$ cat config.mk
export PLATFORM = sky130hd
export DESIGN_NAME = jedro_1_mem_reader
export DESIGN_NICKNAME = d
export VERILOG_FILES = /design/src/rtl/jedro_1_mem_reader.sv
export SDC_FILE = /design/constraint.sdc
export NUM_CORES = 1
export LEC_CHECK = 0
export ABC_CLOCK_PERIOD_IN_PS = 4650
export CORE_ASPECT_RATIO = 0.75
export CORE_UTILIZATION = 42
export CTS_CLUSTER_DIAMETER = 120
export DETAILED_ROUTE_END_ITERATION = 10
export MAX_ROUTING_LAYER = met4
export PLACE_DENSITY_LB_ADDON = 0.08
export SLEW_MARGIN = 10
export SYNTH_ARGS = -nofsm -noshare
export SYNTH_HDL_FRONTEND = slang
export SYNTH_SLANG_ARGS = --single-unit
$ cat constraint.sdc
create_clock -name clk_i -period 4.65 [get_ports clk_i]
set_clock_uncertainty 0.2 [all_clocks]
set_input_delay 0.6975 -clock clk_i [delete_from_list [all_inputs] [get_ports clk_i]]
set_output_delay 0.6975 -clock clk_i [all_outputs]
set_load 0.005 [all_outputs]
$ cat src/rtl/jedro_1_mem_reader.sv
`default_nettype none
// ============================================================================
// Module   : jedro_1_mem_reader
// Purpose  : Streams a word-aligned memory region [start, end) out of a
//            request/response memory port into a valid/ready word stream.
//            A small output FIFO plus a credit count keeps responses from
//            ever being backpressured.
// Ports    : clk_i/rst_i        clock, synchronous active-high reset
//            start_i, *_addr_i  region start (inclusive) / end (exclusive)
//            busy_o/done_o/error_o  status (done is a one-cycle pulse)
//            req_*              read request channel (valid/ready)
//            rsp_*              read response channel (valid/ready)
//            out_*              output word stream (valid/ready, last)
// Revision : 1.0 - initial release
// ============================================================================
module jedro_1_mem_reader #(
    parameter int DATA_WIDTH = 32,
    parameter int ADDR_WIDTH = 32,
    parameter int FIFO_DEPTH = 2
) (
    input  logic                  clk_i,
    input  logic                  rst_i,
    input  logic                  start_i,
    input  logic [ADDR_WIDTH-1:0] start_addr_i,
    input  logic [ADDR_WIDTH-1:0] end_addr_i,
    output logic                  busy_o,
    output logic                  done_o,
    output logic                  error_o,
    output logic [ADDR_WIDTH-1:0] req_addr_o,
    output logic [DATA_WIDTH-1:0] req_data_o,
    output logic [3:0]            req_strobe_o,
    output logic                  req_write_o,
    output logic                  req_valid_o,
    input  logic                  req_ready_i,
    input  logic [DATA_WIDTH-1:0] rsp_data_i,
    input  logic                  rsp_error_i,
    input  logic                  rsp_valid_i,
    output logic                  rsp_ready_o,
    output logic [DATA_WIDTH-1:0] out_data_o,
    output logic                  out_last_o,
    output logic                  out_valid_o,
    input  logic                  out_ready_i
);

    localparam int c_PTR_W = $clog2(FIFO_DEPTH);
    localparam int c_CNT_W = c_PTR_W + 1;
    localparam logic [ADDR_WIDTH-1:0] c_WORD    = ADDR_WIDTH'(4);
    localparam logic [c_PTR_W-1:0]    c_PTR_ONE = c_PTR_W'(1);
    localparam logic [c_CNT_W-1:0]    c_CNT_ONE = c_CNT_W'(1);
    localparam logic [c_CNT_W:0]      c_DEPTH   = (c_CNT_W + 1)'(FIFO_DEPTH);

    localparam logic [1:0] c_ST_IDLE  = 2'd0;
    localparam logic [1:0] c_ST_RUN   = 2'd1;
    localparam logic [1:0] c_ST_DRAIN = 2'd2;
    localparam logic [1:0] c_ST_DONE  = 2'd3;

    logic [1:0]            r_state;
    logic [1:0]            w_state_nxt;
    logic [ADDR_WIDTH-1:0] r_cur_addr;
    logic [ADDR_WIDTH-1:0] r_end_addr;
    logic [ADDR_WIDTH-1:0] r_rsp_addr;   // address of the next response due
    logic [c_CNT_W-1:0]    r_outstanding;
    logic [c_CNT_W-1:0]    r_count;
    logic [c_PTR_W-1:0]    r_wr_ptr;
    logic [c_PTR_W-1:0]    r_rd_ptr;
    logic [DATA_WIDTH-1:0] r_fifo_data [FIFO_DEPTH];
    logic [FIFO_DEPTH-1:0] r_fifo_last;
    logic                  r_error;

    logic [ADDR_WIDTH-1:0] w_start_al;
    logic [ADDR_WIDTH-1:0] w_end_al;
    logic [ADDR_WIDTH-1:0] w_cur_next;
    logic                  w_accept;
    logic                  w_credit_ok;
    logic                  w_req_valid;
    logic                  w_req_fire;
    logic                  w_rsp_ready;
    logic                  w_rsp_fire;
    logic                  w_fifo_empty;
    logic                  w_pop;
    logic                  w_rsp_last;
    logic                  w_unused;

    assign w_start_al = {start_addr_i[ADDR_WIDTH-1:2], 2'b00};
    assign w_end_al   = {end_addr_i[ADDR_WIDTH-1:2], 2'b00};
    assign w_unused   = ^{start_addr_i[1:0], end_addr_i[1:0]};
    assign w_accept   = (r_state == c_ST_IDLE) && start_i;
    assign w_cur_next = r_cur_addr + c_WORD;

    // Every issued request owns one FIFO slot until its word is popped, so
    // a response push can never find the FIFO full without a matching pop.
    assign w_credit_ok  = ({1'b0, r_outstanding} + {1'b0, r_count}) < c_DEPTH;
    assign w_req_valid  = (r_state == c_ST_RUN) && (r_cur_addr < r_end_addr) && w_credit_ok;
    assign w_req_fire   = w_req_valid && req_ready_i;
    assign w_rsp_ready  = (r_state == c_ST_RUN) || (r_state == c_ST_DRAIN);
    assign w_rsp_fire   = rsp_valid_i && w_rsp_ready;
    assign w_fifo_empty = (r_count == '0);
    assign w_pop        = !w_fifo_empty && out_ready_i;

    // Responses return in request order, so tracking the next response
    // address is enough to recognise the final word of the region.
    assign w_rsp_last = (r_rsp_addr == (r_end_addr - c_WORD)) && !r_error && !rsp_error_i;

    always_comb begin
        w_state_nxt = r_state;
        case (r_state)
            c_ST_IDLE: begin
                if (start_i) begin
                    w_state_nxt = (w_start_al >= w_end_al) ? c_ST_DONE : c_ST_RUN;
                end
            end
            c_ST_RUN: begin
                if ((w_rsp_fire && rsp_error_i) || (w_req_fire && (w_cur_next == r_end_addr))) begin
                    w_state_nxt = c_ST_DRAIN;
                end
            end
            c_ST_DRAIN: begin
                if ((r_outstanding == '0) && w_fifo_empty) begin
                    w_state_nxt = c_ST_DONE;
                end
            end
            c_ST_DONE: w_state_nxt = c_ST_IDLE;
            default:   w_state_nxt = c_ST_IDLE;
        endcase
    end

    always_ff @(posedge clk_i) begin
        if (rst_i) begin
            r_state       <= c_ST_IDLE;
            r_cur_addr    <= '0;
            r_end_addr    <= '0;
            r_rsp_addr    <= '0;
            r_outstanding <= '0;
            r_count       <= '0;
            r_wr_ptr      <= '0;
            r_rd_ptr      <= '0;
            r_fifo_last   <= '0;
            r_error       <= 1'b0;
        end else begin
            r_state <= w_state_nxt;

            if (w_accept) begin
                r_cur_addr <= w_start_al;
                r_end_addr <= w_end_al;
                r_rsp_addr <= w_start_al;
                r_error    <= 1'b0;
            end else begin
                if (w_req_fire) begin
                    r_cur_addr <= w_cur_next;
                end
                if (w_rsp_fire) begin
                    r_rsp_addr <= r_rsp_addr + c_WORD;
                    if (rsp_error_i) begin
                        r_error <= 1'b1;
                    end
                end
            end

            if (w_req_fire && !w_rsp_fire) begin
                r_outstanding <= r_outstanding + c_CNT_ONE;
            end else if (!w_req_fire && w_rsp_fire) begin
                r_outstanding <= r_outstanding - c_CNT_ONE;
            end

            if (w_rsp_fire) begin
                r_fifo_last[r_wr_ptr] <= w_rsp_last;
                r_wr_ptr              <= r_wr_ptr + c_PTR_ONE;
            end
            if (w_pop) begin
                r_rd_ptr <= r_rd_ptr + c_PTR_ONE;
            end
            if (w_rsp_fire && !w_pop) begin
                r_count <= r_count + c_CNT_ONE;
            end else if (!w_rsp_fire && w_pop) begin
                r_count <= r_count - c_CNT_ONE;
            end
        end
    end

    // Storage needs no reset; the pointers and count define what is valid.
    always_ff @(posedge clk_i) begin
        if (w_rsp_fire) begin
            r_fifo_data[r_wr_ptr] <= rsp_data_i;
        end
    end

    // Control outputs are forced low combinationally while reset is held so
    // a transfer is abandoned in the very cycle reset arrives.
    assign busy_o       = !rst_i && (r_state != c_ST_IDLE);
    assign done_o       = !rst_i && (r_state == c_ST_DONE);
    assign error_o      = !rst_i && r_error;
    assign req_valid_o  = !rst_i && w_req_valid;
    assign req_addr_o   = rst_i ? '0 : r_cur_addr;
    assign req_data_o   = '0;
    assign req_strobe_o = 4'b1111;
    assign req_write_o  = 1'b0;
    assign rsp_ready_o  = !rst_i && w_rsp_ready;
    assign out_valid_o  = !rst_i && !w_fifo_empty;
    assign out_data_o   = r_fifo_data[r_rd_ptr];
    assign out_last_o   = !rst_i && !w_fifo_empty && r_fifo_last[r_rd_ptr];

endmodule
`default_nettype wire

==> results <==
- The vertical die dimension is 144 um.
- For this block, the initial DRC count from the detailed router was 879.
- The worst slew slack as a fraction of its limit is 0.451.
- The worst voltage drop across the vdd grid is 0.278 mV.
- After routing the design area is around 0.014 sq mm.
- The post-synthesis sequential element count is 166.
- The proportion of layout cells with a drive suffix above 1 is 0.0765.
- The initial antenna violation count is 0.
- The congestion estimate from routability-driven global placement came to 0.915.
- The cell-internal power is 0.00384 W.
- The total vias in the final route is 9677.
- The startpoint identified for the worst register-to-register timing path is r_count[0].
- Summed over all nets, the switching power comes to about 0.0025 W.
- The global routing usage summed across all routing layers is 0.242.
- The detail route stage leaves a number of antenna-violating nets equal to 0.
- The fmax is 230 MHz.
- The synthesized design contains 64 enable-type register cells.
- Compared with the post-synthesis result, the final layout area differs by 20.9%.
- The leakage power summed over all cells is 5.10 nW.
- After layout, the worst setup slack is 308 ps.
- The count of standard-cell rows is 51.
- The hold buffer count at cts is 0.
- The share of flip-flops with an asynchronous set or reset after synthesis is 0.
- Counting cells, the worst reg-to-reg path comes to 10.
- CTS placed an instance of sky130_fd_sc_hd__clkbuf_16 at the clock tree root.
- The cell area reported after detailed placement is 0.0131 sq mm.
- The worst hold slack across all endpoints is 281 ps.
- The number of input and output port buffers inserted is about 170.
- The H-tree level count is 4.
- The maximum clock insertion buffer count is 2.
- In this design, the stage delay of the slowest critical-path cell is 720 ps.
- The leading cell type in the layout, fill and taps excluded is sky130_fd_sc_hd__clkdlybuf4s50_1.
- The final hold violation count is 0.
- The area of the die is 0.0275 sq mm.
- The core outline area is 0.0262 sq mm.
- The total wirelength of the detailed-routed design is 32600 um.
- The pin slew with the least headroom to its limit is 821 ps.
- The run finished with clean final reports.
- The worst setup path is of the reg2out kind.
- The slowest library cell on the worst path is sky130_fd_sc_hd__or4b_2.
- The data arrival time of the critical path is 3440 ps.
- Of the total power, the share spent switching nets is 0.392.
- The number of optimization iterations in the first detailed-route pass is 5.
- The part of the cycle the worst path needs is 0.934.
- For this configuration, the core starts out at a cell density of 0.431.
- Dividing the detail-routed wire length by the instance count gives 18.3 um.
- Of the total power, registers draw 0.354.
- The critical path required time is ~3800 ps.
- For this design the top-level I/O count stands at 211.
- The critical path goes through and2_1, fa_1, or4b_2, a221oi_1, o21ai_0, nor2_1, clkdlybuf4s50_1.
- The hold-critical path depth is 2.
- The first global-routing pass estimated 49300 um of wire.
- The die is 191 um wide.
- After clock tree synthesis, the clock-pin slew on the worst setup and hold paths is 70 ps.
- The share of total power in combinational logic is 0.425.
- Setup violations remaining at the end of the flow were counted as 0.
- The count of antenna diodes in the layout is 0.
- After routing, the total negative slack on setup checks comes to 0 ps.
- The total clock buffers created by CTS is 17.
- TritonCTS built the clock tree.
- The cell area after synthesis is 0.0113 sq mm.
- The post-synthesis cell type with the largest combined area is sky130_fd_sc_hd__dfxtp_1.
- After the last flow step, the layout net total stands at 1597.
- Of the post-synthesis cell area, the dominant cell type holds 0.181.
- The kind of end point of the critical path is an output pin.
- The share of synthesized area occupied by flip-flops and latches is 0.352.
- The clock reaches the later pin of the worst-skew pair after between 400 and 500 ps.
- The ratio of total power to cell area is 464 mW/mm^2.
- The number of different library cells used by synthesis comes to 79.
- The end point of the worst hold path is r_wr_ptr.
- The number of global-route vias before repair is 8577.
- The shortest clock period the worst path allows after layout is 4340 ps.
- The number of clock sinks is 166.
- The worst hold path begins at r_wr_ptr.
- The worst min-delay path category is reg2reg.
- The final max-slew violation count was 0.
- The total DRC errors in the routed layout is 0.
- The share of total power in the clock network is 0.220.
- The kind of launch point of the worst setup path is a flip-flop.
- Yosys printed 0 warnings.
- The post-CTS setup-driven buffer insertion count is 0.
- The register-to-register path setup slack is 870 ps.
- Detailed placement ended at an HPWL of about 25000 um.
- Setup repair after global routing left no endpoint under its margin.
- The maximum fanout along the worst path is 6.
- In the post-synthesis netlist, the biggest area contributors are sky130_fd_sc_hd__dfxtp_1, sky130_fd_sc_hd__edfxtp_1, sky130_fd_sc_hd__ha_1.
- The top flip-flop cell by instance count after synthesis is sky130_fd_sc_hd__dfxtp_1.
- The end of the worst register-to-register path is r_state[1].
- The placement-stage worst setup slack is between 700 and 800 ps.
- In this run the mean area of a mapped cell was 8.64 sq um.
- Counting every instance in the synthesized netlist gives 1305.
- Using the TritonRoute via totals, the vias-per-cell ratio works out to 5.43.
- The total overflow reported by the global router is 0.
- The max-cap check violation count is 0.
- Leaving out fill and tap cells, the most frequent cells in the layout are sky130_fd_sc_hd__clkdlybuf4s50_1, sky130_fd_sc_hd__a21oi_1, sky130_fd_sc_hd__nand2_1.
- In this run, post-CTS repair resized a total of 0 instances.
- The largest net degree at the start of global routing is 60.
[state kept, by name, indices dropped and copies added (netlist names), named ones only]
signal         cells
r_rsp_addr        30
r_error            1
r_rd_ptr           1
r_state            2
r_fifo_data       64
r_outstanding      2
r_end_addr        30
r_fifo_last        2
r_count            2
r_wr_ptr           1
r_cur_addr        30
[power groups by stage]
stage          Sequential (W)  Combinational [W]  Clock [W]
6_report              0.00224            0.00269    0.00139
5_1_grt               0.00228            0.00296    0.00148
4_1_cts               0.00223            0.00268    0.00143
3_5_place_dp          0.00226            0.00266          0
3_3_place_gp          0.00225            0.00264          0
2_1_floorplan         0.00203            0.00192          0
[stage by stage]
step                      utilization  power, W  std cells
after CTS                       0.521   0.00634       1781
after detailed placement        0.499   0.00493       1749
final                           0.521   0.00632       1781
after global routing            0.521   0.00672       1781
after global placement          0.499   0.00489       1749
after floorplan                     -   0.00395       1342
[Yosys cell counts (3+ instances only)]
library cell and count:
sky130_fd_sc_hd__a211oi_1 8, sky130_fd_sc_hd__a21oi_1 127, sky130_fd_sc_hd__a221oi_1 3, sky130_fd_sc_hd__a31oi_1 10, sky130_fd_sc_hd__and2_1 6, sky130_fd_sc_hd__and3_1 22
sky130_fd_sc_hd__and4_1 10, sky130_fd_sc_hd__buf_1 4, sky130_fd_sc_hd__buf_2 14, sky130_fd_sc_hd__buf_4 41, sky130_fd_sc_hd__clkbuf_1 66, sky130_fd_sc_hd__dfxtp_1 102
sky130_fd_sc_hd__edfxtp_1 64, sky130_fd_sc_hd__ha_1 69, sky130_fd_sc_hd__inv_1 76, sky130_fd_sc_hd__mux2_2 34, sky130_fd_sc_hd__mux2i_1 5, sky130_fd_sc_hd__nand2_1 124
sky130_fd_sc_hd__nand2b_1 9, sky130_fd_sc_hd__nand3_1 49, sky130_fd_sc_hd__nand3b_1 8, sky130_fd_sc_hd__nand4_1 37, sky130_fd_sc_hd__nor2_1 59, sky130_fd_sc_hd__nor2b_1 32
sky130_fd_sc_hd__nor3_1 31, sky130_fd_sc_hd__nor4_1 10, sky130_fd_sc_hd__o211ai_1 4, sky130_fd_sc_hd__o21a_1 3, sky130_fd_sc_hd__o21ai_0 32, sky130_fd_sc_hd__o21ai_1 3
sky130_fd_sc_hd__o21bai_1 29, sky130_fd_sc_hd__o22ai_1 5, sky130_fd_sc_hd__o31ai_1 4, sky130_fd_sc_hd__o41ai_1 3, sky130_fd_sc_hd__or2_2 5, sky130_fd_sc_hd__or3_1 10
sky130_fd_sc_hd__or4_1 5, sky130_fd_sc_hd__xnor2_1 60, sky130_fd_sc_hd__xor2_1 69
[worst max-delay path by stage]
stage                               from                to  slack, ps
after floorplan               r_count[0]  r_outstanding[1]       1170
after global placement    r_end_addr[23]       req_valid_o        840
after detailed placement      r_count[0]       req_valid_o        760
after CTS                 r_end_addr[23]       req_valid_o        280
after global routing      r_end_addr[23]       req_valid_o         80
final                         r_count[0]       req_valid_o        310
[worst max-delay path, delay by kind of cell, from the launching register on]
family	cells	cell delay [ps]
flip-flops	1	430
buffers and inverters	1	530
AO/OA/AOI/OAI	2	620
AND/OR/NAND/NOR	3	1020
adder cells (fa/ha/maj)	1	410
[kinds of logic after synthesis]
logic type | synth area share
flip-flops | 0.352
buffers and inverters | 0.0826
multiplexers | 0.0384
AO/OA/AOI/OAI | 0.142
other | 0.000666
AND/OR/NAND/NOR | 0.206
XOR/XNOR | 0.100
adder cells (fa/ha/maj) | 0.0784
[area by class of cell]
cell class | count | area [sq um]
Clock buffer | 19 | 443
Clock inverter | 13 | 125
Fill cell | 2489 | 12500
Inverter | 76 | 285
Multi-Input combinational cell | 974 | 6540
Sequential cell | 166 | 3960
Tap cell | 344 | 430
Timing Repair Buffer | 189 | 1850
[routing by layer]
layer,share of wire,track usage,vias to the layer above
li1,-,-,4761
met1,0.51,0.364,4574
met2,0.41,0.325,324
met3,0.071,0.0501,18
met4,0.0089,0.0530,0
met5,0,-,-
Note: power is estimated with default switching activity, not from simulation.
